[config.mk]
export PLATFORM = sky130hd
export DESIGN_NAME = shift_writeback_buffer
export DESIGN_NICKNAME = d
export VERILOG_FILES = /design/src/rtl/shift_writeback_buffer.sv
export SDC_FILE = /design/constraint.sdc
export NUM_CORES = 1
export LEC_CHECK = 0
export ABC_CLOCK_PERIOD_IN_PS = 1700
export BUFFER_PORTS_ARGS = -buffer_cell sky130_fd_sc_hd__buf_2
export CAP_MARGIN = 5
export CORE_UTILIZATION = 29
export DETAILED_ROUTE_END_ITERATION = 7
export GPL_ROUTABILITY_DRIVEN = 1
export PLACE_DENSITY = 0.57
export RECOVER_POWER = 100
export SLEW_MARGIN = 20
export SYNTH_ARGS = -nofsm -noshare
export SYNTH_HDL_FRONTEND = slang
export SYNTH_SLANG_ARGS = --single-unit
[constraint.sdc]
create_clock -name clk -period 1.7 [get_ports clk]
set_input_delay 0.51 -clock clk [delete_from_list [all_inputs] [get_ports clk]]
set_output_delay 0.51 -clock clk [all_outputs]
set_load 0.01 [all_outputs]
[src/rtl/shift_writeback_buffer.sv]
// Purpose : two-entry registered writeback buffer behind the barrel shifter; stores result, rd and flags.
// Latency : entry accepted at edge k is visible on wb_* right after edge k (when empty or head popped at k).
// Backpress: in_ready = not full (state decode only, no path from wb_ready); wb_* held stable while stalled.
//
// Ports:
//   clk, rst_n                  clock, asynchronous active-low reset
//   in_valid/in_ready           upstream handshake; in_data, in_amt, in_rd carry the shifter result
//   flush                       synchronous discard of all buffered entries (highest priority)
//   wb_valid/wb_ready           writeback handshake; wb_data, wb_rd, wb_zero, wb_neg, wb_err from the head slot
//   occupancy                   number of valid entries (0..2)
//   stall_cnt                   saturating count of cycles with wb_valid & !wb_ready
module shift_writeback_buffer #(
    parameter int DATA_W = 16,
    parameter int RD_W   = 4
) (
    input  logic              clk,
    input  logic              rst_n,
    input  logic              in_valid,
    output logic              in_ready,
    input  logic [DATA_W-1:0] in_data,
    input  logic [15:0]       in_amt,
    input  logic [RD_W-1:0]   in_rd,
    input  logic              flush,
    output logic              wb_valid,
    input  logic              wb_ready,
    output logic [DATA_W-1:0] wb_data,
    output logic [RD_W-1:0]   wb_rd,
    output logic              wb_zero,
    output logic              wb_neg,
    output logic              wb_err,
    output logic [1:0]        occupancy,
    output logic [7:0]        stall_cnt
);

    typedef struct packed {
        logic [DATA_W-1:0] data;
        logic [RD_W-1:0]   rd;
        logic              zero;
        logic              neg;
        logic              err;
    } entry_t;

    typedef enum logic [1:0] {
        OCC_EMPTY = 2'd0,
        OCC_ONE   = 2'd1,
        OCC_FULL  = 2'd2
    } occ_e;

    occ_e       r_occ;
    occ_e       w_occ_nxt;
    entry_t     r_slot0;
    entry_t     r_slot1;
    entry_t     w_slot0_nxt;
    entry_t     w_slot1_nxt;
    entry_t     w_in_entry;
    logic [7:0] r_stall_cnt;
    logic       w_in_ready;
    logic       w_wb_valid;
    logic       w_push;
    logic       w_pop;

    // Flags are captured with the entry so writeback never recomputes them.
    // An amount above 15 means the shifter produced its default of zero.
    always_comb begin
        w_in_entry      = '0;
        w_in_entry.data = in_data;
        w_in_entry.rd   = in_rd;
        w_in_entry.zero = (in_data == '0);
        w_in_entry.neg  = in_data[DATA_W-1];
        w_in_entry.err  = (in_amt > 16'd15);
    end

    assign w_in_ready = (r_occ != OCC_FULL);
    assign w_wb_valid = (r_occ != OCC_EMPTY);
    assign w_push     = in_valid & w_in_ready;
    assign w_pop      = w_wb_valid & wb_ready;

    always_comb begin
        w_occ_nxt   = r_occ;
        w_slot0_nxt = r_slot0;
        w_slot1_nxt = r_slot1;
        if (flush) begin
            // Slot contents are left as-is; they are simply no longer valid.
            w_occ_nxt = OCC_EMPTY;
        end else begin
            case (r_occ)
                OCC_EMPTY: begin
                    if (w_push) begin
                        w_slot0_nxt = w_in_entry;
                        w_occ_nxt   = OCC_ONE;
                    end
                end
                OCC_ONE: begin
                    if (w_push && w_pop) begin
                        // Head leaves and the new entry takes its place: full-rate streaming.
                        w_slot0_nxt = w_in_entry;
                    end else if (w_push) begin
                        w_slot1_nxt = w_in_entry;
                        w_occ_nxt   = OCC_FULL;
                    end else if (w_pop) begin
                        w_occ_nxt = OCC_EMPTY;
                    end
                end
                OCC_FULL: begin
                    // No push possible here because in_ready is low.
                    if (w_pop) begin
                        w_slot0_nxt = r_slot1;
                        w_occ_nxt   = OCC_ONE;
                    end
                end
                default: w_occ_nxt = OCC_EMPTY;
            endcase
        end
    end

    always_ff @(posedge clk or negedge rst_n) begin
        if (!rst_n) begin
            r_occ   <= OCC_EMPTY;
            r_slot0 <= '0;
            r_slot1 <= '0;
        end else begin
            r_occ   <= w_occ_nxt;
            r_slot0 <= w_slot0_nxt;
            r_slot1 <= w_slot1_nxt;
        end
    end

    // Stall counter is only cleared by reset; flush leaves it alone.
    always_ff @(posedge clk or negedge rst_n) begin
        if (!rst_n) begin
            r_stall_cnt <= 8'd0;
        end else if (w_wb_valid && !wb_ready && (r_stall_cnt != 8'hFF)) begin
            r_stall_cnt <= r_stall_cnt + 8'd1;
        end
    end

    assign in_ready  = w_in_ready;
    assign wb_valid  = w_wb_valid;
    assign wb_data   = r_slot0.data;
    assign wb_rd     = r_slot0.rd;
    assign wb_zero   = r_slot0.zero;
    assign wb_neg    = r_slot0.neg;
    assign wb_err    = r_slot0.err;
    assign occupancy = r_occ;
    assign stall_cnt = r_stall_cnt;

endmodule

Word-level counts from Yosys, hierarchy flattened:

Index checks and enable logic that the tools add are counted.

* output and inout bits: 35
* logic and storage cells: 51
* register bits: 56

* mux-type cells: 11
* eq/ne operators: 11
* reductions and logical operators: 11
* add/subtract/negate cells: 1
* bitwise gates (word level): 4
* order comparisons: 1

Operators by type and width (count)
* $mux 23: 3
* $pmux 23 s3: 1
* $gt 16x4->1 const B: 1
* $logic_not 16->1: 1
* $mux 2: 6
* $ne 3x3->1 const B: 3
* $add 8x1->8 const B: 1
* $ne 2x2->1 const B: 4
* $ne 8x8->1 const B: 1
* $reduce_and 4->1: 2
* $pmux 2 s3: 1
* $reduce_and 5->1: 1
* $ne 4x4->1 const B: 1
* $logic_and 1x1->1: 3
* $reduce_bool 3->1: 1
* $and 1x1->1: 2
* $eq 2x1->1 const B: 1
* $eq 2x2->1 const B: 1
* $logic_not 2->1: 1
* $not 1->1: 2
* $reduce_bool 2->1: 1
* $logic_not 1->1: 1

Longest topological paths before layout:

* depth in word-level cells: 7
* gate-level depth with buffers: 7
* mapped depth without buffers: 5

Worst setup path after synthesis:

Ideal clock, no wire load.

* path kind: register -> register
* start: register r_stall_cnt[0] (netlist: stall_cnt[0])
* end: register r_stall_cnt[7] (netlist: stall_cnt[7])
* path slack: -44 ps
* buffers on the path: 1
* arrival: 1665 ps
* stages on the path, launching flop included: 7
* data required time: 1621 ps
* cell sequence: dfrtp_1 ha_1 and2_0 a311o_1 buf_6 nor4_4 xor2_1

* word-level cells in the longest chain between the ends: 2

RTL lines
* start, declared: RTL line 56 `logic [7:0] r_stall_cnt;`
* start signal, assigned: RTL line 133 `r_stall_cnt <= r_stall_cnt + 8'd1;`
* parallel branches: the longest is 2 deep, another holds $add 8x1->8

Parallel ways; which one is timed is not known.
A chain may end at the register's enable or synchronous reset.

Worst setup path after layout:

* start: register r_occ[1] (netlist: occupancy[1])
* end: output port wb_valid

* word-level cells in the longest chain between the ends: 1

RTL lines
* start, declared: RTL line 49 `occ_e r_occ;`
* start signal, assigned: RTL line 122 `r_occ <= w_occ_nxt;`
* $reduce_bool 2->1: RTL line 74 `assign w_wb_valid = (r_occ != OCC_EMPTY);`
* end, declared: RTL line 24 `output logic wb_valid,`

No other way between the ends.

==> impl_metrics.csv <==
group,metric,value,unit
status,outcome,"complete, no violations",
cts,h-tree-depth,2,
power_and_ir_drop,p_total,0.00380,W
floorplanning,start_util,0.302,
setup_path,reg2regPathDepth,5,
global_route,grt.overflow.total,0,
placed_design,place.gp.congestion,0.734,
cts,cts_tree,"built",
sta,rsz0062_at_grt,"yes",
setup_path,startpoint_type,"flip-flop",
cells_and_area,final_net_count,359,
detailed_routing,route.vias.total,1933,
sta,skew,0.00599,ns
run,drv_cap,0,
detailed_routing,avgViaCountPerCell,4.58,
logic_synthesis,synth_cell_types,34,
global_route,grt_pass1_wl,8.76,mm
placed_design,dp.cells,408,
floorplanning,rows,33,
cts,cts_hold_buf,0,
setup_path,crit_type,"flip-flop to primary output",
setup_path,worstPathRequired,1.19,ns
detailed_routing,drc,0,
cells_and_area,layout-drive-gt1-share,0.492,
cells_and_area,antenna_cells,0,
cts,clk_path_buf_depth,2,
placed_design,dpl.hpwl,3.69,mm
floorplanning,dieArea,8990,um2
setup_path,cp_max_fo,5,
logic_synthesis,syn_area_per_cell,11.1,um2
cells_and_area,finish.utilization,0.407,
setup_path,r2r-start,"occupancy[0]",
sta,worst_pin_slew,1.24,ns
detailed_routing,dr.pass1.iters,4,
logic_synthesis,syn-num-nets,267,
floorplanning,fp.dieH,94.8,um
global_route,grt_max_degree,55,
power_and_ir_drop,powerDensity,1130,nW/um2
global_route,track_usage,0.128,
detailed_routing,drtAntennaViolNets,0,
floorplanning,die_width,94.8,um
worst_hold_path,min_path_type,"primary input to flip-flop",
setup_path,r2r_slack,0.06,ns
sta,fin_crit,1.66,ns
worst_hold_path,hold_start,"in_rd[1]",
logic_synthesis,ys_warn_count,0,
global_route,grt_antenna_before_repair,0,
worst_hold_path,holdPathEnd,"r_slot1[4]",
logic_synthesis,netlist_area,2500,um2
cells_and_area,seq_area,1350,um2
setup_path,r2r-end,"wb_data[6]",
global_route,grt_pass1_vias,1809,
cts,root_buffer,"clkbuf_8",
sta,drv_slew,0,
sta,period_share,0.977,
sta,finalSetupViolCount,0,
logic_synthesis,synth-seq-cells,54,
logic_synthesis,ys_seq_area_frac,0.541,
placed_design,portBuffers,71,
cells_and_area,num-fill-cells,824,
cts,cts-buffers-inserted,5,
detailed_routing,routedWlPerCell,13.6,um
sta,slew-limit-headroom,0.171,
cells_and_area,multi_input_area,1110,um2
setup_path,cp-end-kind,"primary output",
power_and_ir_drop,p_leak,1.63,nW
floorplanning,num_io_pins,76,
setup_path,arrival,1.15,ns
sta,finalSetupTns,0,ns
cts,clk_pin_slew,0.10,ns
detailed_routing,finalWirelength,5.72,mm
sta,finalHoldViolCount,0,
floorplanning,core,8260,um2
worst_hold_path,hold_depth,2,
logic_synthesis,syn_inst,225,
cells_and_area,instances_no_fill,422,
cts,clock_sinks,54,
cells_and_area,area_growth,34.7,%
power_and_ir_drop,ir_drop,0.584,mV
cts,clock_latency,0.30,ns
detailed_routing,drt_iter0_drc,78,
sta,fmax,602,MHz
cells in the final DEF (no fill, tap or decap), drive strengths merged:
cell,n
buf,94
nand2,66
dfrtp,54
mux2,43
nor4,8
nor2,8
clkbuf,8
xor2,6
a21oi,5
inv,3
nor2b,2
nand4,2
nor3,2
clkinv,1
nand2b,1
nor3b,1
nand3b,1
o21ai,1
and3,1
mux2i,1
and4,1
and2,1
a311o,1
nand3,1
xnor2,1
o21a,1
o22a,1
ha,1
bufinv,1
metrics by stage:
step / setup slack [ns] / area, um2 / hold WS [ns]
2_1_floorplan: 0.0284 / 2500 / 0.214
3_3_place_gp: -0.0616 / 3110 / 0.467
3_5_place_dp: -0.0890 / 3110 / 0.475
4_1_cts: 0.0114 / 3240 / 0.195
5_1_grt: -0.0268 / 3360 / 0.435
6_report: 0.0397 / 3360 / 0.451
synthesized netlist by cell type (all sizes together):
| cell type | count | area (um2) |
|---|---|---|
| a311o | 1 | 10.0 |
| mux2 | 43 | 484 |
| nor4 | 8 | 65.1 |
| nor3b | 1 | 12.5 |
| and3 | 1 | 6.26 |
| nand2b | 1 | 6.26 |
| o21ai | 1 | 5.00 |
| nor2 | 8 | 30.0 |
| nor3 | 2 | 10.0 |
| nand2 | 66 | 248 |
| and4 | 1 | 8.76 |
| dfrtp | 54 | 1350 |
| xnor2 | 1 | 8.76 |
| clkbuf | 3 | 11.3 |
| nand3 | 1 | 5.00 |
| inv | 4 | 15.0 |
| o21a | 1 | 7.51 |
| buf | 8 | 58.8 |
| xor2 | 6 | 52.6 |
| nand4 | 2 | 12.5 |
| o22a | 1 | 8.76 |
| and2 | 1 | 6.26 |
| nor2b | 2 | 15.0 |
| mux2i | 1 | 10.0 |
| ha | 1 | 12.5 |
| nand3b | 1 | 7.51 |
| a21oi | 5 | 28.8 |
logic make-up (layout without fill, tap and decap cells):
family / after synthesis / in the layout / synth area share
flops: 54 / 54 / 0.541
compound gates: 9 / 9 / 0.0240
buf+inv: 15 / 107 / 0.0341
fa+ha+maj: 1 / 1 / 0.00501
mux: 44 / 44 / 0.198
xor+xnor: 7 / 7 / 0.0245
simple gates: 95 / 95 / 0.173
cell type report:
cell class / instances / area share
multi-input cells: 156 / 0.330
clock inverters: 1 / 0.00893
repair buffers: 96 / 0.189
inverters: 4 / 0.00595
clock buffers: 6 / 0.0246
well taps: 105 / 0.0391
flip-flops and latches: 54 / 0.402
power by group:
part | switching, W | internal [W]
clock | 0.000410 | 0.000472
combinational | 0.000512 | 0.000599
sequential | 0.000186 | 0.00162
total | 0.00111 | 0.00269
registers in the layout, indices dropped and copies added, names as in the netlist:
name and cells:
wb_zero 1, wb_err 1, stall_cnt 8, wb_rd 4
r_slot1 22, occupancy 2, wb_data 16
critical path, cell delays in order, from the launching register on:
cell and delay [ns]:
dfrtp_1 0.40, buf_4 0.16, nor2_2 0.12, inv_1 0.04
buf_2 0.13
per-layer routing:
metal / GRT usage / vias to the layer above / part of all wire
met3: 0.0266 / 6 / 0.044
met2: 0.208 / 49 / 0.45
li1: - / 939 / -
met1: 0.169 / 939 / 0.49
met4: 0.0455 / 0 / 0.014
met5: 0 / - / 0
timing repair:
action                                  4_1_cts  5_1_grt
buffers inserted                              1        3
endpoints found under the setup margin        2       29
pin swaps                                     0        5
cloned                                        0        3
gates resized for setup                       4       10
worst max path at each step:
stage	start	to	slack, ns	depth (start not counted)
2_1_floorplan	stall_cnt[0]	stall_cnt[7]	0.03	6
3_3_place_gp	wb_ready	wb_data[2]	-0.06	6
3_5_place_dp	wb_ready	wb_data[1]	-0.09	6
4_1_cts	stall_cnt[1]	stall_cnt[7]	0.01	5
5_1_grt	occupancy[0]	in_ready	-0.03	3
6_report	occupancy[1]	wb_valid	0.04	4
(Power assumes the default switching activity.)
